--- src/rtl/operand2_issue_stage_pkg.sv ---
// Shared types for the operand-2 issue stage: opcode class bounds, source tags, payload.
// The OPND2_FWD_EN build option (see top) is the only user of SRC_FWD.
package operand2_issue_stage_pkg;

  localparam logic [3:0] OP_ADD       = 4'h0;
  localparam logic [3:0] OP_RS2_LAST  = 4'h4;
  localparam logic [3:0] OP_IMM_FIRST = 4'h5;
  localparam logic [3:0] OP_IMM_LAST  = 4'h7;

  typedef enum logic [1:0] {
    SRC_ZERO = 2'b00,
    SRC_RS2  = 2'b01,
    SRC_IMM  = 2'b10,
    SRC_FWD  = 2'b11
  } src_e;

  // Default-width payload; the top declares its own copy sized by its N parameter.
  localparam int OPND_W = 16;

  typedef struct packed {
    logic [OPND_W-1:0] data;
    src_e              src;
  } opnd2_t;

endpackage

--- src/rtl/operand2_issue_stage_if.sv ---
// Decode->ALU operand-2 handshake bundle. master = upstream/ALU side, slave = issue stage.
interface operand2_issue_stage_if #(
  parameter int N       = 16,
  parameter int IMM_W   = 8,
  parameter int RADDR_W = 4
);
  logic               in_valid;
  logic               in_ready;
  logic [3:0]         opcode;
  logic [N-1:0]       rs2_in;
  logic [RADDR_W-1:0] rs2_addr;
  logic [IMM_W-1:0]   imm_in;
  logic               fwd_valid;
  logic [RADDR_W-1:0] fwd_rd;
  logic [N-1:0]       fwd_data;
  logic               out_valid;
  logic               out_ready;
  logic [N-1:0]       input2;
  logic [1:0]         out_src;

  modport master (
    output in_valid, opcode, rs2_in, rs2_addr, imm_in,
           fwd_valid, fwd_rd, fwd_data, out_ready,
    input  in_ready, out_valid, input2, out_src
  );

  modport slave (
    input  in_valid, opcode, rs2_in, rs2_addr, imm_in,
           fwd_valid, fwd_rd, fwd_data, out_ready,
    output in_ready, out_valid, input2, out_src
  );
endinterface

--- src/rtl/operand2_issue_stage_skid_buf.sv ---
// Generic 2-entry FIFO-ordered valid/ready buffer; head drives the output straight from a register.
module operand2_issue_stage_skid_buf #(
  parameter int W = 18
) (
  input  logic         clk,
  input  logic         rst,
  input  logic         i_valid,
  output logic         o_ready,
  input  logic [W-1:0] i_data,
  output logic         o_valid,
  input  logic         i_ready,
  output logic [W-1:0] o_data
);
  logic [1:0]   r_count;
  logic [1:0]   w_count_nxt;
  logic [W-1:0] r_head;
  logic [W-1:0] r_tail;
  logic         r_in_ready;
  logic         w_push;
  logic         w_pop;

  assign w_push  = i_valid & r_in_ready;
  assign w_pop   = (r_count != 2'd0) & i_ready;
  assign o_ready = r_in_ready;
  assign o_valid = (r_count != 2'd0);
  assign o_data  = r_head;

  always_comb begin
    w_count_nxt = r_count;
    if (w_push && !w_pop)      w_count_nxt = r_count + 2'd1;
    else if (!w_push && w_pop) w_count_nxt = r_count - 2'd1;
  end

  always_ff @(posedge clk) begin
    if (rst) begin
      r_count    <= 2'd0;
      r_head     <= '0;
      r_tail     <= '0;
      r_in_ready <= 1'b0;
    end else begin
      r_count    <= w_count_nxt;
      // Registered ready: equals (count < 2) for the cycle that follows.
      r_in_ready <= (w_count_nxt != 2'd2);
      case (r_count)
        2'd0: if (w_push) r_head <= i_data;
        2'd1: begin
          if (w_push && w_pop) r_head <= i_data;
          else if (w_push)     r_tail <= i_data;
        end
        default: if (w_pop) r_head <= r_tail;
      endcase
    end
  end
endmodule

--- src/rtl/operand2_issue_stage.sv ---
// Registered second-operand selector (rs2 / sign-extended imm / zero) feeding a 2-entry buffer.
// Build option OPND2_FWD_EN: rs2-class opcodes take the writeback result on a rd/rs2 index match.
module operand2_issue_stage
  import operand2_issue_stage_pkg::*;
#(
  parameter int N       = 16,
  parameter int IMM_W   = 8,
  parameter int RADDR_W = 4
) (
  input logic                   clk,
  input logic                   rst,
  operand2_issue_stage_if.slave bus
);
  typedef struct packed {
    logic [N-1:0] data;
    src_e         src;
  } opnd2_n_t;

  opnd2_n_t     w_sel;
  opnd2_n_t     w_head;
  logic [N-1:0] w_imm_ext;
  logic         w_out_valid;
  logic         w_in_ready;

  // Signed cast sign-extends from imm_in[IMM_W-1]; with IMM_W == N it is a plain copy.
  assign w_imm_ext = N'($signed(bus.imm_in));

  always_comb begin
    w_sel.data = '0;
    w_sel.src  = SRC_ZERO;
    if (bus.opcode <= OP_RS2_LAST) begin
      w_sel.data = bus.rs2_in;
      w_sel.src  = SRC_RS2;
`ifdef OPND2_FWD_EN
      if (bus.fwd_valid && (bus.fwd_rd == bus.rs2_addr)) begin
        w_sel.data = bus.fwd_data;
        w_sel.src  = SRC_FWD;
      end
`endif
    end else if (bus.opcode <= OP_IMM_LAST) begin
      w_sel.data = w_imm_ext;
      w_sel.src  = SRC_IMM;
    end
  end

`ifndef OPND2_FWD_EN
  logic w_unused_fwd;
  assign w_unused_fwd = ^{bus.fwd_valid, bus.fwd_rd, bus.fwd_data, bus.rs2_addr};
`endif

  operand2_issue_stage_skid_buf #(
    .W($bits(opnd2_n_t))
  ) u_buf (
    .clk     (clk),
    .rst     (rst),
    .i_valid (bus.in_valid),
    .o_ready (w_in_ready),
    .i_data  (w_sel),
    .o_valid (w_out_valid),
    .i_ready (bus.out_ready),
    .o_data  (w_head)
  );

  assign bus.in_ready  = w_in_ready;
  assign bus.out_valid = w_out_valid;
  assign bus.input2    = w_head.data;
  assign bus.out_src   = w_head.src;
endmodule

--- src/flat_wrapper.sv ---
// flat-port wrapper written by rule: the top's interface ports become plain ports
module operand2_issue_stage_flat import operand2_issue_stage_pkg::*;
#(
  parameter int N       = 16,
  parameter int IMM_W   = 8,
  parameter int RADDR_W = 4
)
  (clk, rst, bus_in_valid, bus_opcode, bus_rs2_in, bus_rs2_addr, bus_imm_in, bus_fwd_valid, bus_fwd_rd, bus_fwd_data, bus_out_ready, bus_in_ready, bus_out_valid, bus_input2, bus_out_src);
  operand2_issue_stage_if #(.N(N), .IMM_W(IMM_W), .RADDR_W(RADDR_W)) bus_i ();
  input logic clk;
  input logic rst;
  input wire logic [$bits(bus_i.in_valid)-1:0] bus_in_valid;
  input wire logic [$bits(bus_i.opcode)-1:0] bus_opcode;
  input wire logic [$bits(bus_i.rs2_in)-1:0] bus_rs2_in;
  input wire logic [$bits(bus_i.rs2_addr)-1:0] bus_rs2_addr;
  input wire logic [$bits(bus_i.imm_in)-1:0] bus_imm_in;
  input wire logic [$bits(bus_i.fwd_valid)-1:0] bus_fwd_valid;
  input wire logic [$bits(bus_i.fwd_rd)-1:0] bus_fwd_rd;
  input wire logic [$bits(bus_i.fwd_data)-1:0] bus_fwd_data;
  input wire logic [$bits(bus_i.out_ready)-1:0] bus_out_ready;
  output wire logic [$bits(bus_i.in_ready)-1:0] bus_in_ready;
  output wire logic [$bits(bus_i.out_valid)-1:0] bus_out_valid;
  output wire logic [$bits(bus_i.input2)-1:0] bus_input2;
  output wire logic [$bits(bus_i.out_src)-1:0] bus_out_src;
  assign bus_i.in_valid = bus_in_valid;
  assign bus_i.opcode = bus_opcode;
  assign bus_i.rs2_in = bus_rs2_in;
  assign bus_i.rs2_addr = bus_rs2_addr;
  assign bus_i.imm_in = bus_imm_in;
  assign bus_i.fwd_valid = bus_fwd_valid;
  assign bus_i.fwd_rd = bus_fwd_rd;
  assign bus_i.fwd_data = bus_fwd_data;
  assign bus_i.out_ready = bus_out_ready;
  assign bus_in_ready = bus_i.in_ready;
  assign bus_out_valid = bus_i.out_valid;
  assign bus_input2 = bus_i.input2;
  assign bus_out_src = bus_i.out_src;
  operand2_issue_stage #(.N(N), .IMM_W(IMM_W), .RADDR_W(RADDR_W)) u_core (.clk(clk), .rst(rst), .bus(bus_i));
endmodule
--- config.mk ---
export PLATFORM = sky130hd
export DESIGN_NAME = operand2_issue_stage_flat
export DESIGN_NICKNAME = d
export VERILOG_FILES = /design/src/rtl/operand2_issue_stage_pkg.sv /design/src/rtl/operand2_issue_stage_if.sv /design/src/rtl/operand2_issue_stage_skid_buf.sv /design/src/rtl/operand2_issue_stage.sv /design/src/flat_wrapper.sv
export SDC_FILE = /design/constraint.sdc
export NUM_CORES = 1
export LEC_CHECK = 0
export CAP_MARGIN = 40
export CORE_MARGIN = 2
export CORE_UTILIZATION = 35
export CTS_BUF_LIST = sky130_fd_sc_hd__clkbuf_4
export DETAILED_ROUTE_END_ITERATION = 8
export DONT_BUFFER_PORTS = 1
export PLACE_DENSITY = 0.52
export SETUP_SLACK_MARGIN = 0.4
export SYNTH_ARGS = -nofsm -noshare
export SYNTH_HDL_FRONTEND = slang
export SYNTH_SLANG_ARGS = --single-unit
export TNS_END_PERCENT = 10
--- constraint.sdc ---
create_clock -name clk -period 4.5 [get_ports clk]
set_clock_uncertainty 0.1 [all_clocks]
set_input_delay 0.9 -clock clk [delete_from_list [all_inputs] [get_ports clk]]
set_output_delay 0.9 -clock clk [all_outputs]
set_load 0.05 [all_outputs]
==> tab_implementation.tex <==
\begin{tabular}{lr}
\hline
Metric & Value \\
\hline
\multicolumn{2}{l}{\textbf{Clock network}} \\
\quad Clock sink count & 39 \\
\quad Clock tree buffer depth & 2 \\
\quad Clock tree root buffer cell & sky130\_fd\_sc\_hd\_\_clkbuf\_4 \\
\quad Number of buffers created by CTS & 5 \\
\quad Htree depth & 2 \\
\quad Count of buffers added by post-CTS timing repair for setup & 0 \\
\quad Post-CTS Resized & 0 \\
\quad Clock insertion delay at the later pin of the skew report & 0.34 ns \\
\quad CTS hold repair buffers & 0 \\
\quad Clock-pin slew of the registers on the worst-case setup and hold paths & 0.12 ns \\
\quad TritonCTS clock tree & done \\
\multicolumn{2}{l}{\textbf{Layout}} \\
\quad Layout cells sized above 1 & 0.07538 \\
\quad Post-layout nets & approximately 260 \\
\quad Number of standard cells in the layout, taps in and fillers out & 269 \\
\quad Area Overhead vs Synth & 3.358\% \\
\quad Commonest cells after routing, fill and taps aside & 39 x sky130\_fd\_sc\_hd\_\_dfxtp\_1, 22 x sky130\_fd\_sc\_hd\_\_nor2\_1, 17 x sky130\_fd\_sc\_hd\_\_nor3\_1 \\
\quad Post-route cell area & slightly below 2000 µm² \\
\quad Filler cell count in the final layout & 531 \\
\quad Number of antenna cells inserted & 0 \\
\quad Commonest non-fill, non-tap cell in the layout & sky130\_fd\_sc\_hd\_\_dfxtp\_1 \\
\multicolumn{2}{l}{\textbf{Yosys}} \\
\quad Cell count after synthesis & 205 \\
\quad Number of flip-flops and latches in the synthesized netlist & 39 \\
\quad Proportion of synthesized chip area in sequential cells & 0.4191 \\
\quad Number of synthesis warnings & 0 \\
\quad Unique cell type count in the Yosys netlist & 40 \\
\quad Post-synth design cell area & 1863 µm² \\
\quad Post-synthesis area per instance & 9.088 µm² \\
\quad Net Count, Synth & 265 \\
\multicolumn{2}{l}{\textbf{Timing}} \\
\quad Final setup violation count & 0 \\
\quad Shortest clock period the worst path allows after layout & 2.784 ns \\
\quad Unrepaired setup endpoints after global routing & false \\
\quad Worst slew slack as a fraction of its limit & 0.4137 \\
\quad Slew @ Worst Pin & 0.8795 ns \\
\quad Achievable clock frequency & 0.3591 GHz \\
\quad Hold violation total from the final report & 0 \\
\quad Worst hold margin & between 0.3 and 0.4 ns \\
\quad Part of the cycle the worst path needs & 0.6187 \\
\quad Sum of negative setup slack & 0 ns \\
\quad Number of max-slew violations in the final report & 0 \\
\multicolumn{2}{l}{\textbf{Drt}} \\
\quad Total via count after detailed routing & 1595 \\
\quad Number of DRC violations after detailed routing & 0 \\
\quad Overall routed net length & approximately 4900 µm \\
\quad Number of iterations in the first detailed-routing pass & 4 \\
\quad Detailed Route Iter0 Violations & 86 \\
\quad Routed length per instance & 18.36 µm \\
\quad Post-DR vias/cell & $\sim$5.9 \\
\quad Number of antenna-violating nets in the routed design & 0 \\
\multicolumn{2}{l}{\textbf{Hold path}} \\
\quad Sink of the worst hold path & u\_core.u\_buf.r\_tail[0] \\
\quad Hold Crit Class & flip-flop to flip-flop \\
\quad Hold wc startpoint & u\_core.u\_buf.r\_tail[0] \\
\quad Number of cells traversed by the worst hold path & 2 \\
\multicolumn{2}{l}{\textbf{Setup path}} \\
\quad Count of cells along the worst register-to-register path & 6 \\
\quad Worst R2R Setup Slack & 1.72 ns \\
\quad Arr. time, crit path & 2.90 ns \\
\quad Reg-to-reg endpoint & u\_core.u\_buf.r\_tail[13] \\
\quad Top fanout value on the critical path & 21 \\
\quad Startpoint of the worst register-to-register path & u\_core.u\_buf.r\_count[1] \\
\quad Type of the worst setup path & flip-flop to flip-flop \\
\quad Capturing element type of the critical path & flip-flop \\
\quad Worst setup SP type & flip-flop \\
\quad Required time of the critical path & 4.61 ns \\
\multicolumn{2}{l}{\textbf{Global route}} \\
\quad Pin count of the biggest net entering global routing & 25 \\
\quad Number of global-route vias before repair & 1626 \\
\quad Overall Global Routing Usage & 0.1806 \\
\quad GR Overflow Total & 0 \\
\quad Number of antenna violations at the first check in global routing & 0 \\
\quad Global-route wire length before repair & 8362 µm \\
\multicolumn{2}{l}{\textbf{Place}} \\
\quad Buffers added on ports & 0 \\
\quad Post-detailed-placement cell area & roughly 1900 µm² \\
\quad Routability cong. & 0.7861 \\
\quad Dpl hpwl & 3285 µm \\
\quad Number of instances in the placed design & 261 \\
\multicolumn{2}{l}{\textbf{Floorplan}} \\
\quad Chip width & $\sim$77 µm \\
\quad FP Rows & 26 \\
\quad Die Y-Extent & around 77 µm \\
\quad Effective utilization at floorplan & 0.3648 \\
\quad IO Count & 77 \\
\quad DIE AREA & 5923 µm² \\
\quad Area of the core region & 5107 µm² \\
\multicolumn{2}{l}{\textbf{Pwr}} \\
\quad Leakage component of the power & 0.0006712 µW \\
\quad Total power after layout & $\sim$1700 µW \\
\quad PD cells & 860.3 nW/µm² \\
\quad Worst vdd rail ir drop & approximately 0.24 mV \\
\multicolumn{2}{l}{\textbf{Job}} \\
\quad Number of max-cap violations & 0 \\
\multicolumn{2}{l}{\textbf{Status}} \\
\quad Status & completed \\
\hline
\end{tabular}
==> per-stage QoR <==
step,util,setup slack [ns]
3_3_place_gp,0.3643,1.779
4_1_cts,0.3770,1.708
5_1_grt,0.3770,1.389
3_5_place_dp,0.3658,1.702
2_1_floorplan,-,2.306
6_report,0.3770,1.716
==> synth_stat cells <==
cell type                    n  share of area
sky130_fd_sc_hd__o31ai_1     1         0.0040
sky130_fd_sc_hd__nand4_1     1         0.0034
sky130_fd_sc_hd__inv_2       1         0.0020
sky130_fd_sc_hd__o21ai_1     1         0.0027
sky130_fd_sc_hd__nor2b_1     1         0.0034
sky130_fd_sc_hd__a211oi_1   11          0.044
sky130_fd_sc_hd__and4b_2     1         0.0060
sky130_fd_sc_hd__xnor2_1     1         0.0047
sky130_fd_sc_hd__ha_1        3          0.020
sky130_fd_sc_hd__a2bb2oi_1   1         0.0047
sky130_fd_sc_hd__or3_1       7          0.024
sky130_fd_sc_hd__buf_12      1          0.011
sky130_fd_sc_hd__nor2_1     22          0.044
sky130_fd_sc_hd__a221oi_4    1          0.014
sky130_fd_sc_hd__buf_2       4          0.011
sky130_fd_sc_hd__a32o_1      7          0.038
sky130_fd_sc_hd__inv_1       5          0.010
sky130_fd_sc_hd__o22ai_1     1         0.0034
sky130_fd_sc_hd__clkbuf_1    6          0.012
sky130_fd_sc_hd__buf_1       2         0.0040
sky130_fd_sc_hd__nand2b_1    2         0.0067
sky130_fd_sc_hd__a221oi_1    7          0.033
sky130_fd_sc_hd__o32a_1      1         0.0054
sky130_fd_sc_hd__a22o_1      9          0.042
sky130_fd_sc_hd__buf_6       2          0.012
sky130_fd_sc_hd__a21oi_1    14          0.038
sky130_fd_sc_hd__nand3_1     9          0.024
sky130_fd_sc_hd__and4_1      1         0.0047
sky130_fd_sc_hd__dfxtp_1    39           0.42
sky130_fd_sc_hd__o21ai_0     2         0.0054
sky130_fd_sc_hd__nor3_1     17          0.046
sky130_fd_sc_hd__nand2_1     6          0.012
sky130_fd_sc_hd__a221o_1     7          0.038
sky130_fd_sc_hd__nor2_2      1         0.0034
sky130_fd_sc_hd__and2_1      2         0.0067
sky130_fd_sc_hd__a21oi_2     1         0.0047
sky130_fd_sc_hd__mux2i_1     4          0.021
sky130_fd_sc_hd__o211a_1     1         0.0054
sky130_fd_sc_hd__o21a_1      1         0.0040
sky130_fd_sc_hd__clkbuf_2    1         0.0027
==> registers in the layout (all words and copies together), names as in the netlist <==
name,flops
u_core.u_buf.o_data,18
u_core.u_buf.r_tail,18
u_core.u_buf.r_count,2
u_core.u_buf.o_ready,1
==> metal layers <==
layer | track usage | wire (µm)
met1 | 0.2067 | 2077
met2 | 0.3035 | 2437
met3 | 0.07412 | 386
met4 | 0.06182 | 37
met5 | 0 | 0
==> where the power goes <==
group	total, µW	internal, µW	switching, µW
registers	791	453	338
logic	678	265	414
clock network	188	66.5	121
total	1660	784	873
==> worst max path at each step <==
stage / startpoint / end / slack [ns] / cells past startpoint
final: u_core.u_buf.r_count[1] / u_core.u_buf.r_tail[13] / 1.72 / 6
after detailed placement: u_core.u_buf.r_count[1] / u_core.u_buf.r_tail[9] / 1.70 / 6
after global placement: bus_opcode[1] / u_core.u_buf.r_tail[17] / 1.78 / 5
after floorplan: bus_opcode[1] / u_core.u_buf.o_data[8] / 2.31 / 6
after CTS: u_core.u_buf.r_count[1] / u_core.u_buf.r_tail[13] / 1.71 / 6
after global routing: u_core.u_buf.r_count[1] / u_core.u_buf.r_tail[10] / 1.39 / 6
==> critical path: stages, from the launching register on <==
cell,delay [ns]
sky130_fd_sc_hd__dfxtp_1,0.39
sky130_fd_sc_hd__inv_1,0.12
sky130_fd_sc_hd__ha_1,0.70
sky130_fd_sc_hd__nand2b_1,0.23
sky130_fd_sc_hd__nand4_1,0.42
sky130_fd_sc_hd__a21oi_2,0.56
sky130_fd_sc_hd__a211oi_1,0.14
==> layout make-up <==
type	count	area, µm²	area share
inverter	6	22.52	0.01170
timing repair buffer	2	15.01	0.007797
clock buffer	6	45.04	0.02339
sequential	39	780.7	0.4055
clock inverter	2	12.51	0.006498
multi-input combinational	144	962.2	0.4997
tap	70	87.58	0.04548
==> kinds of logic after synthesis <==
kind of cell / after synthesis / share of synthesized area
AND/OR/NAND/NOR: 70 / 0.1840
flip-flops: 39 / 0.4191
buffers and inverters: 22 / 0.06447
multiplexers: 4 / 0.02149
adder cells (fa/ha/maj): 3 / 0.02015
XOR/XNOR: 1 / 0.004702
AO/OA/AOI/OAI: 66 / 0.2861
(Power assumes the default switching activity.)
